===== src/rtl/aes_fsm_pkg.sv =====
// Shared types and constants for the AES job sequencer.
package aes_package;

  localparam int unsigned AES_BLOCK_BITS = 128;
  localparam int unsigned AES_CNT_W      = 16;
  localparam int unsigned AES_PERF_W     = 32;

  typedef enum logic [2:0] {
    StIdle,
    StKey,
    StKexp,
    StFetch,
    StCrypt,
    StStore,
    StDone
  } aes_fsm_state_t;

endpackage


===== src/rtl/aes_fsm_if.sv =====
// Start/done handshakes between the sequencer and the streamer/engine pair.
interface aes_fsm_if;

  logic key_start;
  logic key_done;
  logic eng_kexp;
  logic eng_kexp_done;
  logic src_start;
  logic src_done;
  logic eng_start;
  logic eng_done;
  logic sink_start;
  logic sink_done;

  modport master (
    output key_start, eng_kexp, src_start, eng_start, sink_start,
    input  key_done, eng_kexp_done, src_done, eng_done, sink_done
  );

  modport slave (
    input  key_start, eng_kexp, src_start, eng_start, sink_start,
    output key_done, eng_kexp_done, src_done, eng_done, sink_done
  );

endinterface


===== src/rtl/aes_fsm.sv =====
// AES job sequencer: key load/expand once, then fetch/crypt/store per block, then done.
// Optional busy-cycle counter enabled by AES_FSM_PERF_CNT_EN.
module aes_fsm
  import aes_package::*;
#(
  parameter int unsigned CNT_W  = AES_CNT_W,
  parameter int unsigned PERF_W = AES_PERF_W
) (
  input  logic              clk_i,
  input  logic              rst_ni,
  input  logic              clear_i,
  input  logic              start_i,
  input  logic [CNT_W-1:0]  n_blocks_i,
  aes_fsm_if.master         hs_io,
  output logic              busy_o,
  output logic              done_o,
  output logic [CNT_W-1:0]  blk_cnt_o,
  output logic [PERF_W-1:0] perf_cnt_o
);

  aes_fsm_state_t   state_q;
  logic [CNT_W-1:0] n_q;
  logic [CNT_W-1:0] blk_cnt_q;
  logic [CNT_W-1:0] blk_inc;
  logic             key_start_q, kexp_q, src_start_q, eng_start_q, sink_start_q;
  logic             busy_q, done_q;

  assign blk_inc = blk_cnt_q + CNT_W'(1);

  // Each start pulse is raised on the edge that enters its state, so it covers
  // exactly the first cycle of that state.
  always_ff @(posedge clk_i or negedge rst_ni) begin
    if (!rst_ni) begin
      state_q      <= StIdle;
      n_q          <= '0;
      blk_cnt_q    <= '0;
      key_start_q  <= 1'b0;
      kexp_q       <= 1'b0;
      src_start_q  <= 1'b0;
      eng_start_q  <= 1'b0;
      sink_start_q <= 1'b0;
      busy_q       <= 1'b0;
      done_q       <= 1'b0;
    end else begin
      key_start_q  <= 1'b0;
      kexp_q       <= 1'b0;
      src_start_q  <= 1'b0;
      eng_start_q  <= 1'b0;
      sink_start_q <= 1'b0;
      done_q       <= 1'b0;
      if (clear_i) begin
        state_q   <= StIdle;
        blk_cnt_q <= '0;
        busy_q    <= 1'b0;
      end else begin
        unique case (state_q)
          StIdle: begin
            if (start_i) begin
              n_q       <= n_blocks_i;
              blk_cnt_q <= '0;
              busy_q    <= 1'b1;
              if (n_blocks_i == '0) begin
                state_q <= StDone;
                done_q  <= 1'b1;
              end else begin
                state_q     <= StKey;
                key_start_q <= 1'b1;
              end
            end
          end
          StKey: begin
            if (hs_io.key_done) begin
              state_q <= StKexp;
              kexp_q  <= 1'b1;
            end
          end
          StKexp: begin
            if (hs_io.eng_kexp_done) begin
              state_q     <= StFetch;
              src_start_q <= 1'b1;
            end
          end
          StFetch: begin
            if (hs_io.src_done) begin
              state_q     <= StCrypt;
              eng_start_q <= 1'b1;
            end
          end
          StCrypt: begin
            if (hs_io.eng_done) begin
              state_q      <= StStore;
              sink_start_q <= 1'b1;
            end
          end
          StStore: begin
            if (hs_io.sink_done) begin
              blk_cnt_q <= blk_inc;
              if (blk_inc == n_q) begin
                state_q <= StDone;
                done_q  <= 1'b1;
              end else begin
                state_q     <= StFetch;
                src_start_q <= 1'b1;
              end
            end
          end
          StDone: begin
            state_q <= StIdle;
            busy_q  <= 1'b0;
          end
          default: begin
            state_q <= StIdle;
            busy_q  <= 1'b0;
          end
        endcase
      end
    end
  end

`ifdef AES_FSM_PERF_CNT_EN
  logic [PERF_W-1:0] perf_q;

  always_ff @(posedge clk_i or negedge rst_ni) begin
    if (!rst_ni) begin
      perf_q <= '0;
    end else if (clear_i || (state_q == StIdle && start_i)) begin
      perf_q <= '0;
    end else if (busy_q && (perf_q != '1)) begin
      perf_q <= perf_q + PERF_W'(1);
    end
  end

  assign perf_cnt_o = perf_q;
`else
  assign perf_cnt_o = '0;
`endif

  assign hs_io.key_start  = key_start_q;
  assign hs_io.eng_kexp   = kexp_q;
  assign hs_io.src_start  = src_start_q;
  assign hs_io.eng_start  = eng_start_q;
  assign hs_io.sink_start = sink_start_q;
  assign busy_o           = busy_q;
  assign done_o           = done_q;
  assign blk_cnt_o        = blk_cnt_q;

endmodule


===== src/flat_wrapper.sv =====
// flat-port wrapper written by rule: the top's interface ports become plain ports
module aes_fsm_flat import aes_package::*;
#(
  parameter int unsigned CNT_W  = AES_CNT_W,
  parameter int unsigned PERF_W = AES_PERF_W
)
  (clk_i, rst_ni, clear_i, start_i, n_blocks_i, busy_o, done_o, blk_cnt_o, perf_cnt_o, hs_io_key_start, hs_io_eng_kexp, hs_io_src_start, hs_io_eng_start, hs_io_sink_start, hs_io_key_done, hs_io_eng_kexp_done, hs_io_src_done, hs_io_eng_done, hs_io_sink_done);
  aes_fsm_if hs_io_i ();
  input  logic clk_i;
  input  logic rst_ni;
  input  logic clear_i;
  input  logic start_i;
  input  logic [CNT_W-1:0] n_blocks_i;
  output logic busy_o;
  output logic done_o;
  output logic [CNT_W-1:0] blk_cnt_o;
  output logic [PERF_W-1:0] perf_cnt_o;
  output wire logic [$bits(hs_io_i.key_start)-1:0] hs_io_key_start;
  output wire logic [$bits(hs_io_i.eng_kexp)-1:0] hs_io_eng_kexp;
  output wire logic [$bits(hs_io_i.src_start)-1:0] hs_io_src_start;
  output wire logic [$bits(hs_io_i.eng_start)-1:0] hs_io_eng_start;
  output wire logic [$bits(hs_io_i.sink_start)-1:0] hs_io_sink_start;
  input wire logic [$bits(hs_io_i.key_done)-1:0] hs_io_key_done;
  input wire logic [$bits(hs_io_i.eng_kexp_done)-1:0] hs_io_eng_kexp_done;
  input wire logic [$bits(hs_io_i.src_done)-1:0] hs_io_src_done;
  input wire logic [$bits(hs_io_i.eng_done)-1:0] hs_io_eng_done;
  input wire logic [$bits(hs_io_i.sink_done)-1:0] hs_io_sink_done;
  assign hs_io_key_start = hs_io_i.key_start;
  assign hs_io_eng_kexp = hs_io_i.eng_kexp;
  assign hs_io_src_start = hs_io_i.src_start;
  assign hs_io_eng_start = hs_io_i.eng_start;
  assign hs_io_sink_start = hs_io_i.sink_start;
  assign hs_io_i.key_done = hs_io_key_done;
  assign hs_io_i.eng_kexp_done = hs_io_eng_kexp_done;
  assign hs_io_i.src_done = hs_io_src_done;
  assign hs_io_i.eng_done = hs_io_eng_done;
  assign hs_io_i.sink_done = hs_io_sink_done;
  aes_fsm #(.CNT_W(CNT_W), .PERF_W(PERF_W)) u_core (.clk_i(clk_i), .rst_ni(rst_ni), .clear_i(clear_i), .start_i(start_i), .n_blocks_i(n_blocks_i), .hs_io(hs_io_i), .busy_o(busy_o), .done_o(done_o), .blk_cnt_o(blk_cnt_o), .perf_cnt_o(perf_cnt_o));
endmodule

===== config.mk =====
export PLATFORM = sky130hd
export DESIGN_NAME = aes_fsm_flat
export DESIGN_NICKNAME = d
export VERILOG_FILES = /design/src/rtl/aes_fsm_pkg.sv /design/src/rtl/aes_fsm_if.sv /design/src/rtl/aes_fsm.sv /design/src/flat_wrapper.sv
export SDC_FILE = /design/constraint.sdc
export NUM_CORES = 1
export LEC_CHECK = 0
export CAP_MARGIN = 15
export CORE_UTILIZATION = 42
export DETAILED_ROUTE_END_ITERATION = 16
export HOLD_SLACK_MARGIN = 0.06
export PLACE_DENSITY = 0.72
export SLEW_MARGIN = 0
export SYNTH_ARGS = -nofsm -noshare
export SYNTH_HDL_FRONTEND = slang
export SYNTH_SLANG_ARGS = --single-unit

===== constraint.sdc =====
create_clock -name clk_i -period 2.4 [get_ports clk_i]
set_input_delay 0.48 -clock clk_i [delete_from_list [all_inputs] [get_ports clk_i]]
set_output_delay 0.48 -clock clk_i [all_outputs]
set_load 0.02 [all_outputs]

After elaboration in Yosys (flattened, before gate mapping):

Cells that the tools add are included.

* mux-type cells: 41
* $add $sub $neg: 1
* reductions and logical operators: 8
* bitwise logic cells: 1
* equal/unequal tests: 13

Operators with widths (number)
* 16-bit 2-to-1 mux: 3
* 16-bit one-hot mux with 2 select lines: 1
* 3-bit 2-to-1 mux: 9
* 1-bit 2-to-1 mux: 24
* 3-bit inequality test (second input constant): 6
* 3-bit one-hot mux with 6 select lines: 1
* 16-bit by 1-bit adder with 16-bit output (second input constant): 1
* 16-bit == test: 1
* 16-bit logical NOT: 1
* 3-bit by 2-bit == test with 1-bit output (second input constant): 2
* 3-bit == test (second input constant): 2
* 1-bit one-hot mux with 2 select lines: 3
* 3-bit AND reduction: 2
* 6-bit AND reduction: 1
* 5-bit OR reduction: 1
* 3-bit by 1-bit == test with 1-bit output (second input constant): 1
* 3-bit logical NOT: 1
* 3-bit nonzero test: 1
* 2-bit by 1-bit inequality test with 1-bit output (second input constant): 1
* 2-bit AND reduction: 1
* 1-bit NOT: 1

* bits in registers: 42
* word-level logic and storage cells: 74
* input bits: 25

Longest topological paths before layout:

Gate-level depths: netlist (run 1).

* depth after elaboration: 6
* depth in mapped cells: 8
* depth with buffers taken out: 7

Worst setup path after synthesis (run 1):

Ideal clock, no wire load.

* path type: register -> register
* from: register u_core.blk_cnt_q[0], in the netlist u_core.blk_cnt_o[0]
* to: register u_core.state_q[2]
* library setup time: 0.136 ns
* setup slack: 0.228 ns
* period minus slack after synthesis: 2.172 ns
* required time: 2.264 ns
* cell stages (with the launch flop): 9
* data arrival time: 2.036 ns
* path through: dfrtp_1 ha_1 buf_2 nand3_2 or4_1 o2111ai_1 and3b_1 nand4_1 o22ai_1

* longest elaborated chain between the ends: 6

RTL lines
* start: declaration: RTL line aes_fsm.sv:23 `logic [CNT_W-1:0] blk_cnt_q;`
* start signal: assignment: RTL line aes_fsm.sv:97 `blk_cnt_q <= blk_inc;`
* 16-bit by 1-bit adder with 16-bit output: RTL line aes_fsm.sv:28 `assign blk_inc = blk_cnt_q + CNT_W'(1);`
* 16-bit == test: RTL line aes_fsm.sv:98 `if (blk_inc == n_q) begin`
* 3-bit 2-to-1 mux: RTL line aes_fsm.sv:98
* 3-bit 2-to-1 mux: RTL line aes_fsm.sv:96 `if (hs_io.sink_done) begin`
* 3-bit one-hot mux with 6 select lines: RTL line aes_fsm.sv:56 `unique case (state_q)`
* 3-bit 2-to-1 mux: RTL line aes_fsm.sv:51 `if (clear_i) begin`
* end signal: assignment: RTL line aes_fsm.sv:52 `state_q <= StIdle;`
* end signal: assignment: RTL line aes_fsm.sv:99 `state_q <= StDone;`
* end signal: assignment: RTL line aes_fsm.sv:102 `state_q <= StFetch;`
* end: declaration: RTL line aes_fsm.sv:21 `aes_fsm_state_t state_q;`

No other way between the ends. The select of a mux whose other input is x is not followed.
A chain may end at the register's enable or synchronous reset.

Worst setup path after layout (run 1):

* from: input port hs_io_sink_done
* to: register u_core.blk_cnt_q[11], in the netlist u_core.blk_cnt_o[11]

* longest elaborated chain between the ends: 2

RTL lines
* start: declaration: RTL line flat_wrapper.sv:27 `input wire logic [$bits(hs_io_i.sink_done)-1:0] hs_io_sink_done;`
* 3-bit inequality test (no line)
* 3-bit AND reduction (no line)

No other way between the ends.

==> impl_metrics.ini, run 1 <==
[floorplanning]
pin_count = 80
core_um2 = 6386
die-width_um = 83.78
row_count = 29
dieHeight_um = 83.78
die-area_um2 = 7019
start_util_pct = 43.99

[timing]
final_hold_viol_count = 0
setup_viol = 0
fin_crit_sh_pct = 92.19
relSlewSlack_pct = 20.74
skew_ns = 0.008855
worst_pin_slew_ns = 1.189
post-route-min-period_ns = 2.213
final-max-slew-violation-count = 0
fmax_mhz = 452.0
rsz0062_at_grt = no

[critical_path]
crit_path_start_kind = input port
worstPathMaxFanout = 16
critPathMostFrequentCell = o21ai_0
cp.required_ns = 2.61
r2r-start = u_core.state_q[0]
worstSetupPathType = input port to register
startpoint = hs_io_sink_done
crit_chain = clkdlybuf4s50_1 -> nand3_1 -> o21ai_0 -> a21oi_1 -> o21ai_0 -> o31ai_1
reg2reg_depth = 6
path_depth = 6
path_delay_family = compound AO/OA/AOI/OAI gates
worst_path_max_delay_cell = a21oi_1
end_kind = register
cpPeakStageDelay_ns = 0.94
worstPathArrival_ns = 2.42
crit_buf_inv = 1

[synthesis]
yosys_most_used_dff = dfrtp_1
synth_edf_count = 0
ys_seq_elements = 42
syn_area_um2 = 2809
ys_warn_count = 0
yosysSeqAreaShare_pct = 37.42
async_flop_share_pct = 100.0
synth_cells = 293
synth_cell_type_count = 55
syn_area_per_cell_um2 = 9.587

[power]
p_leak_nw = 1.438
p_seq_share_pct = 48.4
p_int_w = 0.001340
p_switching_w = 0.0006459
switching_share_pct = 32.52
peakVddDrop_v = 0.0003847
p_per_area_nw_per_um2 = 589.3
pwr-share-comb_pct = 30.4
clock_power_share_pct = 21.2

[drt]
viasPerCell = 5.475
drtIter0Drc = 81
drc = 0
routed_wl_um = 5890
dr.pass1.iters = 4
route.antenna.remaining_nets = 0
vias = 2305
avgRoutedWirePerCell_um = 13.99

[placed_design]
placedCellCount = 414
portBuffers = 47
postPlaceCellArea_um2 = 3291
globalplace.congestion = 0.8368
dp_hpwl_um = 4538

[finish]
fillers = 598
final_common_cell = clkdlybuf4s50_1
final_cell_mix = clkdlybuf4s50_1, dfrtp_1, conb_1
utilization_pct = 52.76
final_cells = 421
final_area_um2 = 3369
num-nets-final = 370
area_delta_synth_final_pct = 19.96
multi_input_area_um2 = 1558
drive_above_1_share_pct = 12.50
seqCellArea_um2 = 1051
antennaDiodeCount = 0

[grt]
grt_max_degree = 43
overflow = 0
grt_usage_pct = 17.41
grt_pass1_vias = 2000
grt_pass1_wl_um = 9922
antenna_found_initial = 0

[outcome]
status = complete, no violations

[cts]
clockBufferDepth = 2
cts_root_buf = clkbuf_8
clkLatencyLatePin_ns = 0.29
cts_tree = yes
cts.sinks = 42
clkTransAtPathRegs_ns = 0.08
cts_buffers = 5
postCtsSetupBuffers = 0
h-tree-depth = 2

[job]
maxCapViolations = 0

[hold_path]
hp-class = input port to asynchronous set/reset pin
[synthesized netlist by cell type (2+ instances only)]
master,instances,area (um^2)
o22ai_1,2,12.51
clkbuf_1,4,15.01
nand4_1,5,31.28
buf_2,9,45.04
mux2_2,8,90.09
and2_1,2,12.51
nor3_1,3,15.01
and4_1,2,17.52
o21ai_1,13,65.06
xor2_1,8,70.07
nor2b_1,3,18.77
o2111ai_1,2,17.52
buf_4,32,240.2
or4_1,2,15.01
mux2_1,8,90.09
o21ai_0,15,75.07
nand2b_1,2,12.51
dfrtp_1,42,1051
xnor2_1,14,122.6
o31ai_1,6,45.04
o21bai_1,2,15.01
nor2_1,27,101.4
nand2_1,19,71.32
a21oi_1,9,45.04
nor4_4,4,85.08
nor4_1,6,37.54
nor3_2,2,20.02
and3_1,8,50.05
nand3_1,7,35.03
nand4_4,2,42.54
[path summary, 6_finish.rpt]
kind / end / slack, ns
max: u_core.blk_cnt_o[11] / 0.19
min: u_core.blk_cnt_o[14] / 0.25
max reg2reg: u_core.blk_cnt_o[11] / 0.25
min reg2reg: u_core.n_q[7] / 0.51
max in group asynchronous: u_core.busy_o / 1.79
min in group clk_i: u_core.n_q[7] / 0.51
[area by class of cell]
class | count | area share, %
multi-input cells | 234 | 46.23
flip-flops and latches | 42 | 31.19
repair buffers | 59 | 17.23
inverters | 2 | 0.2228
clock buffers | 7 | 2.265
well taps | 77 | 2.859
[per-stage QoR]
stage | setup WS (ns) | hold WS [ns] | TNS [ns] | power [W]
6_report | 0.1874 | 0.2456 | 0 | 0.001986
5_1_grt | 0.005350 | 0.3004 | 0 | 0.002110
4_1_cts | 0.1484 | 0.2583 | 0 | 0.002000
3_5_place_dp | -0.1584 | 0.4983 | -1.636 | 0.001577
3_3_place_gp | -0.005280 | 0.4909 | -0.009843 | 0.001551
2_1_floorplan | 0.2279 | 0.1844 | 0 | 0.001431
[power by group through the flow]
stage          clock (W)  combinational, W  sequential [W]
2_1_floorplan          0          0.000508        0.000923
3_3_place_gp           0          0.000582        0.000969
3_5_place_dp           0          0.000603        0.000975
4_1_cts         0.000435          0.000605        0.000961
5_1_grt         0.000465          0.000668        0.000978
6_report        0.000420          0.000604        0.000962
[repair_timing]
| action | CTS | global route |
|---|---|---|
| resized for setup | 0 | 1 |
| hold buffers | 0 | 0 |
| endpoints found under the setup margin | 0 | 2 |
[logic make-up after synthesis]
family                   Yosys count  synth area share (%)
AO/OA/AOI/OAI                     57                 12.52
XOR/XNOR                          22                 6.860
adder cells (fa/ha/maj)            1                0.4454
buffers and inverters             48                 11.36
flip-flops                        42                 37.42
multiplexers                      18                 7.573
other                              1                0.1335
AND/OR/NAND/NOR                  104                 23.70
[metal layers]
metal	track usage [%]	vias up	wire length, um
li1	-	1094	-
met1	24.81	1115	2825
met2	27.35	89	2683
met3	3.066	7	310
met4	4.622	0	71
met5	0	-	0
(Power assumes the default switching activity.)
==> inputs of run 2 (changes only) <==
Settings changed: CAP_MARGIN 15 to default.
==> results of run 2 <==
Same layout as run 1: the final DEF is identical, and so are final timing and power.
==> inputs of run 3 (changes only) <==
Settings changed: CORE_MARGIN from default to 2, CTS_CLUSTER_DIAMETER from default to 150.
==> run 3 against run 2 <==
Core utilization decreased by 0.28 points. Worst setup slack gained 0.065 ns. Register-to-register slack is essentially flat. Global-route usage decreased by 0.097 points. Count of clock-buffer cells in the layout unchanged. Power rose by 0.51%. Combinational power hardly changed. Largest power group unchanged. Via count increased by 0.13%. Hold slack got worse by 0.13 ns. The run now ends with design-rule violations left. Sequential power about the same. Wire length is 4.1% higher.
==> impl_metrics.ini, run 3 (same netlist as run 1, synthesis figures left out) <==
[outcome]
status = finished, violations left
violations = design-rule violations

[critical_path]
crit_end = u_core.state_q[2]
cp.required_ns = 2.58
worstSetupPathType = register to register
end_kind = register
reg2reg_depth = 7
crit_path_start_kind = register
ff2ff_setup_slack_ns = 0.25
startpoint = u_core.blk_cnt_o[0]
worstPathArrival_ns = 2.32
worstPathMaxFanout = 9
r2r_end = u_core.state_q[2]
r2r-start = u_core.blk_cnt_o[0]

[drt]
route.antenna.remaining_nets = 0
drc = 5
viasPerCell = 5.482
routed_wl_um = 6131
drtIter0Drc = 219
dr.pass1.iters = 13
avgRoutedWirePerCell_um = 14.56
vias = 2308

[timing]
fmax_mhz = 465.6
setup_viol = 0
setup_tns_ns = 0
final_hold_viol_count = 0
hold-worst-slack_ns = 0.1196
rsz0062_at_grt = no
skew_ns = 0.006417
worst_pin_slew_ns = 0.6692
post-route-min-period_ns = 2.148
final-max-slew-violation-count = 0
fin_crit_sh_pct = 89.49
relSlewSlack_pct = 55.39
timing.final.ws_setup_ns = 0.2524

[cts]
cts_buffers = 5
cts_tree = yes
h-tree-depth = 2
hold_buffers = 0
clockBufferDepth = 2
clkTransAtPathRegs_ns = 0.08
cts_root_buf = clkbuf_8
postCtsSetupBuffers = 0
clkLatencyLatePin_ns = 0.30
cts.sinks = 42

[finish]
drive_above_1_share_pct = 12.50
final_common_cell = clkdlybuf4s50_1
fillers = 606
area_delta_synth_final_pct = 20.00
antennaDiodeCount = 0
num-nets-final = 370
final_cell_mix = clkdlybuf4s50_1, dfrtp_1, conb_1

[grt]
grt_max_degree = 24
busiest_layer = met2
grt_usage_pct = 17.31
overflow = 0
antenna_found_initial = 0
grt_pass1_wl_um = 10190
grtUsageMet3_pct = 3.850
met1_usage_pct = 24.14
grt_pass1_vias = 2112
gr-usage-met2_pct = 27.27

[placed_design]
portBuffers = 47
dp_hpwl_um = 4691
pre_cts_ws_ns = -0.1077
globalplace.congestion = 0.8301

[floorplanning]
start_util_pct = 43.74
pin_count = 80
die-width_um = 85.78
dieHeight_um = 85.78
row_count = 29
die-area_um2 = 7358
core_um2 = 6422

[power]
p_per_area_nw_per_um2 = 592.1
peakVddDrop_v = 0.0003454
p_leak_nw = 1.441
total_power_w = 0.001996

[job]
maxCapViolations = 0

[hold_path]
hp-class = input port to asynchronous set/reset pin
run 3: timing repair:
action	CTS	global route
endpoints found under the setup margin	0	3
hold endpoints to repair	0	0
resized for setup	0	1
run 3: how the worst min path moves through the flow:
stage,to,cells after the start
final,u_core.blk_cnt_o[14],1
after CTS,u_core.blk_cnt_o[15],1
after floorplan,u_core.blk_cnt_o[0],0
after global placement,u_core.n_q[14],1
after detailed placement,u_core.n_q[14],1
after global routing,u_core.blk_cnt_o[14],1
run 3: layout make-up:
class                           count  area [um^2]  share of cell area (%)
Multi-Input combinational cell    234         1559                   46.25
Sequential cell                    42         1051                   31.18
Timing Repair Buffer               59        580.6                   17.22
Tap cell                           77        96.34                   2.858
Inverter                            2        7.507                  0.2227
Clock buffer                        7        76.32                   2.264
run 3: per-stage QoR:
stage / cells / util, % / cell area [um^2]
floorplan: 324 / - / 2925
global placement: 414 / 51.24 / 3291
detailed placement: 414 / 51.24 / 3291
CTS: 421 / 52.43 / 3367
global route: 421 / 52.48 / 3371
finish: 421 / 52.48 / 3371
run 3: worst max-delay path: stages, from the launching register on:
cell	delay (ns)
dfrtp_1	0.35
ha_1	0.33
nand3_2	0.24
or4_1	0.55
o2111ai_1	0.13
and3b_1	0.21
nand4_1	0.13
o22ai_1	0.09
run 3: per-layer routing:
layer	routed length [um]	part of all wire (%)
met5	0	0
met4	73	1.2
met3	317	5.2
met2	2885	47
met1	2855	47
run 3: power breakdown:
group,internal (W),leakage [nW],switching [W]
Sequential,0.000832,0.546,0.000133
Clock,0.000200,0.0383,0.000228
Combinational,0.000308,0.857,0.000294
Total,0.00134,1.44,0.000656
